$ cat config.mk
export PLATFORM = sky130hd
export DESIGN_NAME = watch_time_counter
export DESIGN_NICKNAME = d
export VERILOG_FILES = /design/src/rtl/watch_time_counter.sv
export SDC_FILE = /design/constraint.sdc
export NUM_CORES = 1
export LEC_CHECK = 0
export CAP_MARGIN = 20
export CORE_ASPECT_RATIO = 0.7
export CORE_UTILIZATION = 29
export CTS_BUF_LIST = sky130_fd_sc_hd__clkbuf_4
export CTS_CLUSTER_SIZE = 40
export DETAILED_ROUTE_END_ITERATION = 8
export GPL_ROUTABILITY_DRIVEN = 0
export MAX_ROUTING_LAYER = met4
export PLACE_DENSITY = 0.5
export SLEW_MARGIN = 20
export SYNTH_ARGS = -nofsm -noshare
export SYNTH_HDL_FRONTEND = slang
export SYNTH_SLANG_ARGS = --single-unit
$ cat constraint.sdc
create_clock -name clk -period 2.77 [get_ports clk]
set_clock_uncertainty 0.1 [all_clocks]
set_input_delay 0.554 -clock clk [delete_from_list [all_inputs] [get_ports clk]]
set_output_delay 0.554 -clock clk [all_outputs]
set_load 0.005 [all_outputs]
$ cat src/rtl/watch_time_counter.sv
// watch_time_counter: binary time-of-day counter driven by a 1 Hz prescaler.
// Keeps seconds, minutes and a 5-bit 24-hour field. Manual set pulses step
// single fields without carry.
// Optional build macro WATCH_12H_EN: hour is presented as 1..12 with a pm flag.
// When the macro is undefined, hour is 0..23 and pm is tied low.

module watch_time_counter #(
  parameter int CLK_HZ = 100_000_000
) (
  input  logic       clk,
  input  logic       reset,
  input  logic       run,
  input  logic       clear,
  input  logic       inc_sec,
  input  logic       inc_min,
  input  logic       inc_hour,
  output logic [6:0] sec,
  output logic [6:0] min,
  output logic [6:0] hour,
  output logic       pm,
  output logic       tick_1hz
);

  localparam int            PW      = (CLK_HZ > 1) ? $clog2(CLK_HZ) : 1;
  localparam logic [PW-1:0] PRE_MAX = PW'(CLK_HZ - 1);

  logic [PW-1:0] prescaler;
  logic [6:0]    sec_q;
  logic [6:0]    min_q;
  logic [4:0]    hour24;
  logic          tick_q;

  logic          wrap;
  logic          any_inc;
  logic [6:0]    sec_next;
  logic [6:0]    min_next;
  logic [4:0]    hour_next;

  // A wrap only happens while running; a frozen prescaler never ticks.
  assign wrap    = run && (prescaler == PRE_MAX);
  assign any_inc = inc_sec | inc_min | inc_hour;

  // Field-local wrapped increments, shared by manual set and tick advance.
  assign sec_next  = (sec_q == 7'd59)  ? 7'd0 : sec_q + 7'd1;
  assign min_next  = (min_q == 7'd59)  ? 7'd0 : min_q + 7'd1;
  assign hour_next = (hour24 == 5'd23) ? 5'd0 : hour24 + 5'd1;

  // Prescaler, tick and time fields; clear beats manual set, manual set beats the tick advance.
  always_ff @(posedge clk or posedge reset) begin
    if (reset) begin
      prescaler <= '0;
      sec_q     <= 7'd0;
      min_q     <= 7'd0;
      hour24    <= 5'd0;
      tick_q    <= 1'b0;
    end else if (clear) begin
      prescaler <= '0;
      sec_q     <= 7'd0;
      min_q     <= 7'd0;
      hour24    <= 5'd0;
      tick_q    <= 1'b0;
    end else begin
      tick_q <= wrap;
      if (run) begin
        prescaler <= wrap ? '0 : prescaler + PW'(1);
      end
      if (any_inc) begin
        if (inc_sec) begin
          sec_q <= sec_next;
        end
        if (inc_min) begin
          min_q <= min_next;
        end
        if (inc_hour) begin
          hour24 <= hour_next;
        end
      end else if (wrap) begin
        sec_q <= sec_next;
        if (sec_q == 7'd59) begin
          min_q <= min_next;
          if (min_q == 7'd59) begin
            hour24 <= hour_next;
          end
        end
      end
    end
  end

  assign sec      = sec_q;
  assign min      = min_q;
  assign tick_1hz = tick_q;

`ifdef WATCH_12H_EN
  // 12-hour presentation: midnight/noon show as 12, afternoon hours fold down by 12.
  always_comb begin
    hour = {2'b00, hour24};
    if (hour24 == 5'd0) begin
      hour = 7'd12;
    end else if (hour24 > 5'd12) begin
      hour = {2'b00, hour24 - 5'd12};
    end
  end

  assign pm = (hour24 >= 5'd12);
`else
  assign hour = {2'b00, hour24};
  assign pm   = 1'b0;
`endif

endmodule

==> results of run 1 <==
-- cells by family (layout without fill, tap and decap cells) --
logic type                 after synthesis  count (layout)  synth area share
AOI/OAI and AO/OA                       53              53            0.1395
xor gates and xnor gates                20              20           0.06509
adders and majority gates                4               4           0.01860
buffers and inverters                   23              61           0.04928
DFF                                     47              47            0.4370
muxes                                    5               5           0.01953
other                                    1               3          0.001393
and+or+nand+nor                        132             132            0.2696
-- registers in the layout, summed over array words and instances (netlist names) --
name / flops
prescaler: 27
min: 7
sec: 7
hour24: 5
tick_1hz: 1
-- metal layers --
metal,GRT usage,vias to the layer above,routed length (microns)
met5,-,-,0
met4,0.03797,0,48
met3,0.02555,5,223
met2,0.1882,35,2317
met1,0.2263,1054,3624
li1,-,1121,-
-- placed cells by master, fill, tap and decap left out, types with 2 or more instances in the layout --
cell type and count:
clkinv_1 2, o211ai_1 3, conb_1 3, nor2_1 33, a31oi_1 9, ha_1 4, clkbuf_4 6, o31ai_1 2
o2111ai_1 2, nand4_1 15, a21oi_1 11, mux2_2 2, dfrtp_1 47, xnor2_1 9, or3_1 6, clkdlybuf4s50_1 26
or4_1 3, nand2_1 24, nand3_1 10, or2_2 2, inv_1 9, nor4_1 3, o41ai_1 2, buf_4 14
and4_1 2, nor4bb_1 3, o21ai_0 10, nor2b_1 6, mux2i_1 3, and2_1 7, a22o_1 4, buf_12 3
and3_1 4, nor3_1 6, xor2_1 11, a21boi_0 2
-- critical path: cells and delay by family --
kind | cells | cell delay (ps)
simple gates | 3 | 1150
compound gates | 2 | 410
buf+inv | 2 | 660
-- path summary, 6_finish.rpt --
kind / slack [ps] / end / startpoint
max: 180 / min[3]$_DFFE_PP0P_ / run
min: 380 / prescaler[26]$_DFFE_PP0P_ / prescaler[26]$_DFFE_PP0P_
max reg2reg: 310 / min[3]$_DFFE_PP0P_ / prescaler[19]$_DFFE_PP0P_
min reg2reg: 380 / prescaler[26]$_DFFE_PP0P_ / prescaler[26]$_DFFE_PP0P_
max in group asynchronous: 1920 / prescaler[5]$_DFFE_PP0P_ / reset
min in group asynchronous: 430 / prescaler[22]$_DFFE_PP0P_ / reset
-- power groups by stage --
| stage | combinational [uW] | clock, uW | sequential, uW |
|---|---|---|---|
| after floorplan | 68.8 | 0 | 722 |
| after global placement | 121 | 0 | 723 |
| after detailed placement | 122 | 0 | 724 |
| after CTS | 122 | 345 | 711 |
| after global routing | 135 | 376 | 713 |
| final | 120 | 327 | 711 |
-- stage by stage --
stage	setup WS, ps	TNS, ps	std cells	hold WS, ps
2_1_floorplan	370.9	0	287	341.8
3_3_place_gp	-186.1	-1776	441	370.8
3_5_place_dp	-185.5	-2094	441	365.1
4_1_cts	185.2	0	449	385.9
5_1_grt	44.32	0	449	426.2
6_report	181.3	0	449	384.9
-- area by class of cell --
class                           count  share of cell area
Sequential cell                    47              0.3634
Multi-Input combinational cell    217              0.4295
Clock buffer                        6             0.01392
Inverter                           10             0.01160
Tap cell                          124             0.04793
Timing Repair Buffer               43              0.1314
Clock inverter                      2            0.002319
==> qor.yml, run 1 <==
run_status:
  status: "finished, final reports clean"
clocking:
  postCtsSetupBuffers: 0
  cts-root-buf: "clkbuf_4"
  clk_pin_slew_ps: 130
  clk_latency_ps: 360
  htreeDepth: 2
  cts_buffer_depth: 2
  cts_hold_buf: 0
  cts_tree: "yes"
  clkSinkCount: 47
  cts_inserted_buffers: 5
  cts-resized-gates: 0
die:
  core-area_sq_um: 9035
  start_util: 0.2979
  fp.dieW_microns: 117.1
  die_h_microns: 82.60
  row_count: 29
  io_pins: 30
  die_area_sq_um: 9676
power:
  vdd_drop_max_mv: 0.1368
  intPower_uw: 857.4
  p_clk_frac: 0.283
  p_comb_frac: 0.104
  switching_share: 0.2597
  leakagePower_uw: 0.001294
  total_power_uw: 1158
  power_frac_seq: 0.614
  p_sw_uw: 300.8
  power-per-cell-area_nw_per_um2: 357.8
sta:
  setup_viol: 0
  fin_crit_sh: 0.9345
  clock.fmax_mhz: 386.3
  layout_min_cycle_time_ps: 2589
  rsz0062_at_grt: "no"
  hold_viol: 0
  tightestPinTransition_ps: 524.2
  slew_headroom: 0.6457
  slew_viol_final: 0
layout:
  antenna_cells: 0
  seq_area_sq_um: 1176
  fin_util: 0.3583
  drive_gt1_frac: 0.1108
  nets: 335
  multi_input_area_sq_um: 1390
  syn2layout_area_growth_pct: 20.27
  design_area_sq_um: 3237
  fillCellCount: 910
global_route:
  grt_max_degree: 48
  grt_pass1_vias: 2039
  grt_pass1_wl_mm: 10.53
  antenna_found_initial: 0
  overflow: 0
  grt.total_usage: 0.1459
setup_path:
  cp.arrival_ps: 2780
  end_kind: "flip-flop"
  required_ps: 2960
  cp_slowest_cell: "clkdlybuf4s50_1"
  r2r_cells: 6
  crit_path_cell_trace: "clkdlybuf4s50_1 > or4b_4 > nor4_4 > buf_4 > a41oi_2 > or3_1 > a21oi_1"
  critPathLaunchType: "input port"
  max_stage_delay_ps: 490
  path_max_fanout: 11
  path_class: "input port to flip-flop"
synthesis:
  yosysMostFrequentCell: "dfrtp_1"
  synth-main-ff-cell: "dfrtp_1"
  ys_seq_elements: 47
  yosysSeqAreaShare: 0.4370
  synth_edf_count: 0
  synth_common_cells: "dfrtp_1, nor2_1, nand2_1"
  synth_top_area_cell: "dfrtp_1"
  syn_area_sq_um: 2691
  synth_area_per_cell_sq_um: 9.443
  async_flop_share: 1.000
  yosys_warnings: 0
  syn_inst: 285
  synth.area.top_cells: "dfrtp_1, nor2_1, xor2_1"
  yosysTopAreaCellShare: 0.4370
  netlist-cell-type-count: 51
place:
  dp_hpwl_mm: 4.548
  place_area_sq_um: 3184
  io_buffers: 26
detailed_routing:
  wl_mm: 6.215
  via_count: 2215
  dr.pass1.iters: 4
  routed_via_density: 4.933
  postRouteAntennaNets: 0
  wl_per_cell_microns: 13.84
  drt-initial-drc-count: 97
  drc: 0
hold_path:
  holdCritPathClass: "flip-flop to flip-flop"
  whs_path_depth: 1
run:
  drv_cap: 0
(Power assumes the default switching activity.)
==> inputs of run 2 (changes only) <==
==> constraint.sdc (replaced) <==
create_clock -name clk -period 2.88 [get_ports clk]
set_clock_uncertainty 0.1 [all_clocks]
set_input_delay 0.576 -clock clk [delete_from_list [all_inputs] [get_ports clk]]
set_output_delay 0.576 -clock clk [all_outputs]
set_load 0.005 [all_outputs]
==> run 2 against run 1 <==
Effect of this change:
- via count about the same
- critical path depth unchanged
- non-clock buffer count decreased by 1
- sequential power decreased by 3.8%
- global-route usage decreased by 0.20 points
- final cell count decreased by 0.22%
- design area decreased by 0.46%
- flip-flop and latch count unchanged
- combinational power decreased by 7%
- total power decreased by 2.9%
- register-to-register slack improved by 100 ps
- clock power about the same
==> qor.yml, run 2 (synthesis results as in run 1) <==
sta:
  layout_min_cycle_time_ps: 2635
  tightestPinTransition_ps: 542.5
  fin_crit_sh: 0.9149
  clock.fmax_mhz: 379.5
  slew_headroom: 0.6334
  setup_viol: 0
  rsz0062_at_grt: "no"
  hold_viol: 0
  tns_ps: 0
  slew_viol_final: 0
hold_path:
  holdCritPathClass: "input port to async pin"
layout:
  layout_common_cells: "dfrtp_1, nor2_1, clkdlybuf4s50_1, nand2_1, nand4_1"
  antenna_cells: 0
  fillCellCount: 927
  top_register: "prescaler"
  fin_util: 0.3566
  drive_gt1_frac: 0.1142
  nets: 334
  mostFrequentLayoutCell: "dfrtp_1"
  syn2layout_area_growth_pct: 19.71
  largest_reg_flops: 27
global_route:
  overflow: 0
  grt_pass1_wl_mm: 10.29
  grt_pass1_vias: 1993
  grt_max_degree: 27
  antenna_found_initial: 0
  grt.total_usage: 0.1438
clocking:
  cts_inserted_buffers: 5
  cts_buffer_depth: 2
  postCtsSetupBuffers: 0
  cts_hold_buf: 0
  htreeDepth: 2
  clk_latency_ps: 380
  clkSinkCount: 47
  cts-resized-gates: 0
  cts_tree: "yes"
  cts-root-buf: "clkbuf_4"
  clk_pin_slew_ps: 120
die:
  start_util: 0.2979
  core-area_sq_um: 9035
  die_area_sq_um: 9676
  die_h_microns: 82.60
  fp.dieW_microns: 117.1
  row_count: 29
  io_pins: 30
run:
  drv_cap: 0
setup_path:
  required_ps: 3070
  path_class: "input port to flip-flop"
  critPathLaunchType: "input port"
  r2r_cells: 6
  ff2ff_setup_slack_ps: 410
  cp.arrival_ps: 2820
  path_max_fanout: 11
  r2r-end: "min[3]$_DFFE_PP0P_"
  end_kind: "flip-flop"
  timing.rr.start: "prescaler[10]$_DFFE_PP0P_"
detailed_routing:
  wl_mm: 6.273
  routed_via_density: 4.949
  wl_per_cell_microns: 14.00
  drc: 0
  dr.pass1.iters: 6
  postRouteAntennaNets: 0
  via_count: 2217
  drt-initial-drc-count: 100
place:
  dp_hpwl_mm: 4.539
  io_buffers: 26
power:
  vdd_drop_max_mv: 0.1206
  leakagePower_uw: 0.001290
  switching_share: 0.2571
  power-per-cell-area_nw_per_um2: 349.0
  intPower_uw: 835.4
  p_clk_frac: 0.292
  p_sw_uw: 289.1
  p_comb_frac: 0.100
  power_frac_seq: 0.608
run_status:
  status: "finished, final reports clean"
run 2: cell count changes in the layout (fill, tap and decap cells not counted), sizes merged:
cell	before	now
clkbuf	6	7
buf	17	16
clkinv	2	1
run 2: through the flow:
step                      cell area, sq um  setup WS [ps]  hold slack [ps]  total power (uW)  instances
after floorplan                       2699          458.9            341.8             760.1        287
after global placement                3164         -81.53            359.0             808.7        440
after detailed placement              3164         -118.9            376.7             810.8        440
after CTS                             3222          277.8            288.9              1144        448
after global routing                  3222          142.3            296.7              1178        448
final                                 3222          245.1            309.1              1125        448
run 2: power by group through the flow:
stage / registers, uW / clock network (uW) / logic [uW]
final: 684 / 328 / 112
after global routing: 686 / 365 / 127
after CTS: 684 / 346 / 114
after detailed placement: 696 / 0 / 114
after global placement: 696 / 0 / 113
after floorplan: 694 / 0 / 66.1
run 2: per-layer routing:
layer  share of wire  track usage  vias to the layer above
met5               0            -                        -
met4          0.0057      0.04557                        0
met3           0.031      0.02409                        5
met2            0.40       0.1876                       37
met1            0.57       0.2191                     1063
li1                -            -                     1112
run 2: how the worst max path moves through the flow:
stage / slack (ps) / start / end
6_report: 250 / run / min[3]$_DFFE_PP0P_
5_1_grt: 140 / run / min[3]$_DFFE_PP0P_
4_1_cts: 280 / run / min[3]$_DFFE_PP0P_
3_5_place_dp: -120 / run / sec[6]$_DFFE_PP0P_
3_3_place_gp: -80 / run / min[3]$_DFFE_PP0P_
2_1_floorplan: 460 / run / hour24[2]$_DFFE_PP0P_
run 2: worst max-delay path, cell delays in order:
cell             delay, ps
clkdlybuf4s50_1        490
or4b_4                 490
nor4_4                 260
buf_4                  180
a41oi_2                260
or3_1                  420
a21oi_1                150
run 2: area by class of cell:
cell class                      instances  area (sq um)  share of cell area
Clock buffer                            7         52.55             0.01631
Clock inverter                          1         5.005            0.001553
Inverter                               10         37.54             0.01165
Multi-Input combinational cell        217          1390              0.4315
Sequential cell                        47          1176              0.3650
Tap cell                              124         155.1             0.04816
Timing Repair Buffer                   42         405.4              0.1258
==> inputs of run 3 (changes only) <==
--- a/config.mk
+++ b/config.mk
@@ -9,11 +9,13 @@
 export CORE_ASPECT_RATIO = 0.7
 export CORE_UTILIZATION = 29
 export CTS_BUF_LIST = sky130_fd_sc_hd__clkbuf_4
+export CTS_CLUSTER_DIAMETER = 120
 export CTS_CLUSTER_SIZE = 40
 export DETAILED_ROUTE_END_ITERATION = 8
 export GPL_ROUTABILITY_DRIVEN = 0
 export MAX_ROUTING_LAYER = met4
 export PLACE_DENSITY = 0.5
+export SETUP_SLACK_MARGIN = 0.05
 export SLEW_MARGIN = 20
 export SYNTH_ARGS = -nofsm -noshare
 export SYNTH_HDL_FRONTEND = slang
==> results of run 3 <==
Final layout, timing and power as in run 2 (identical DEF).
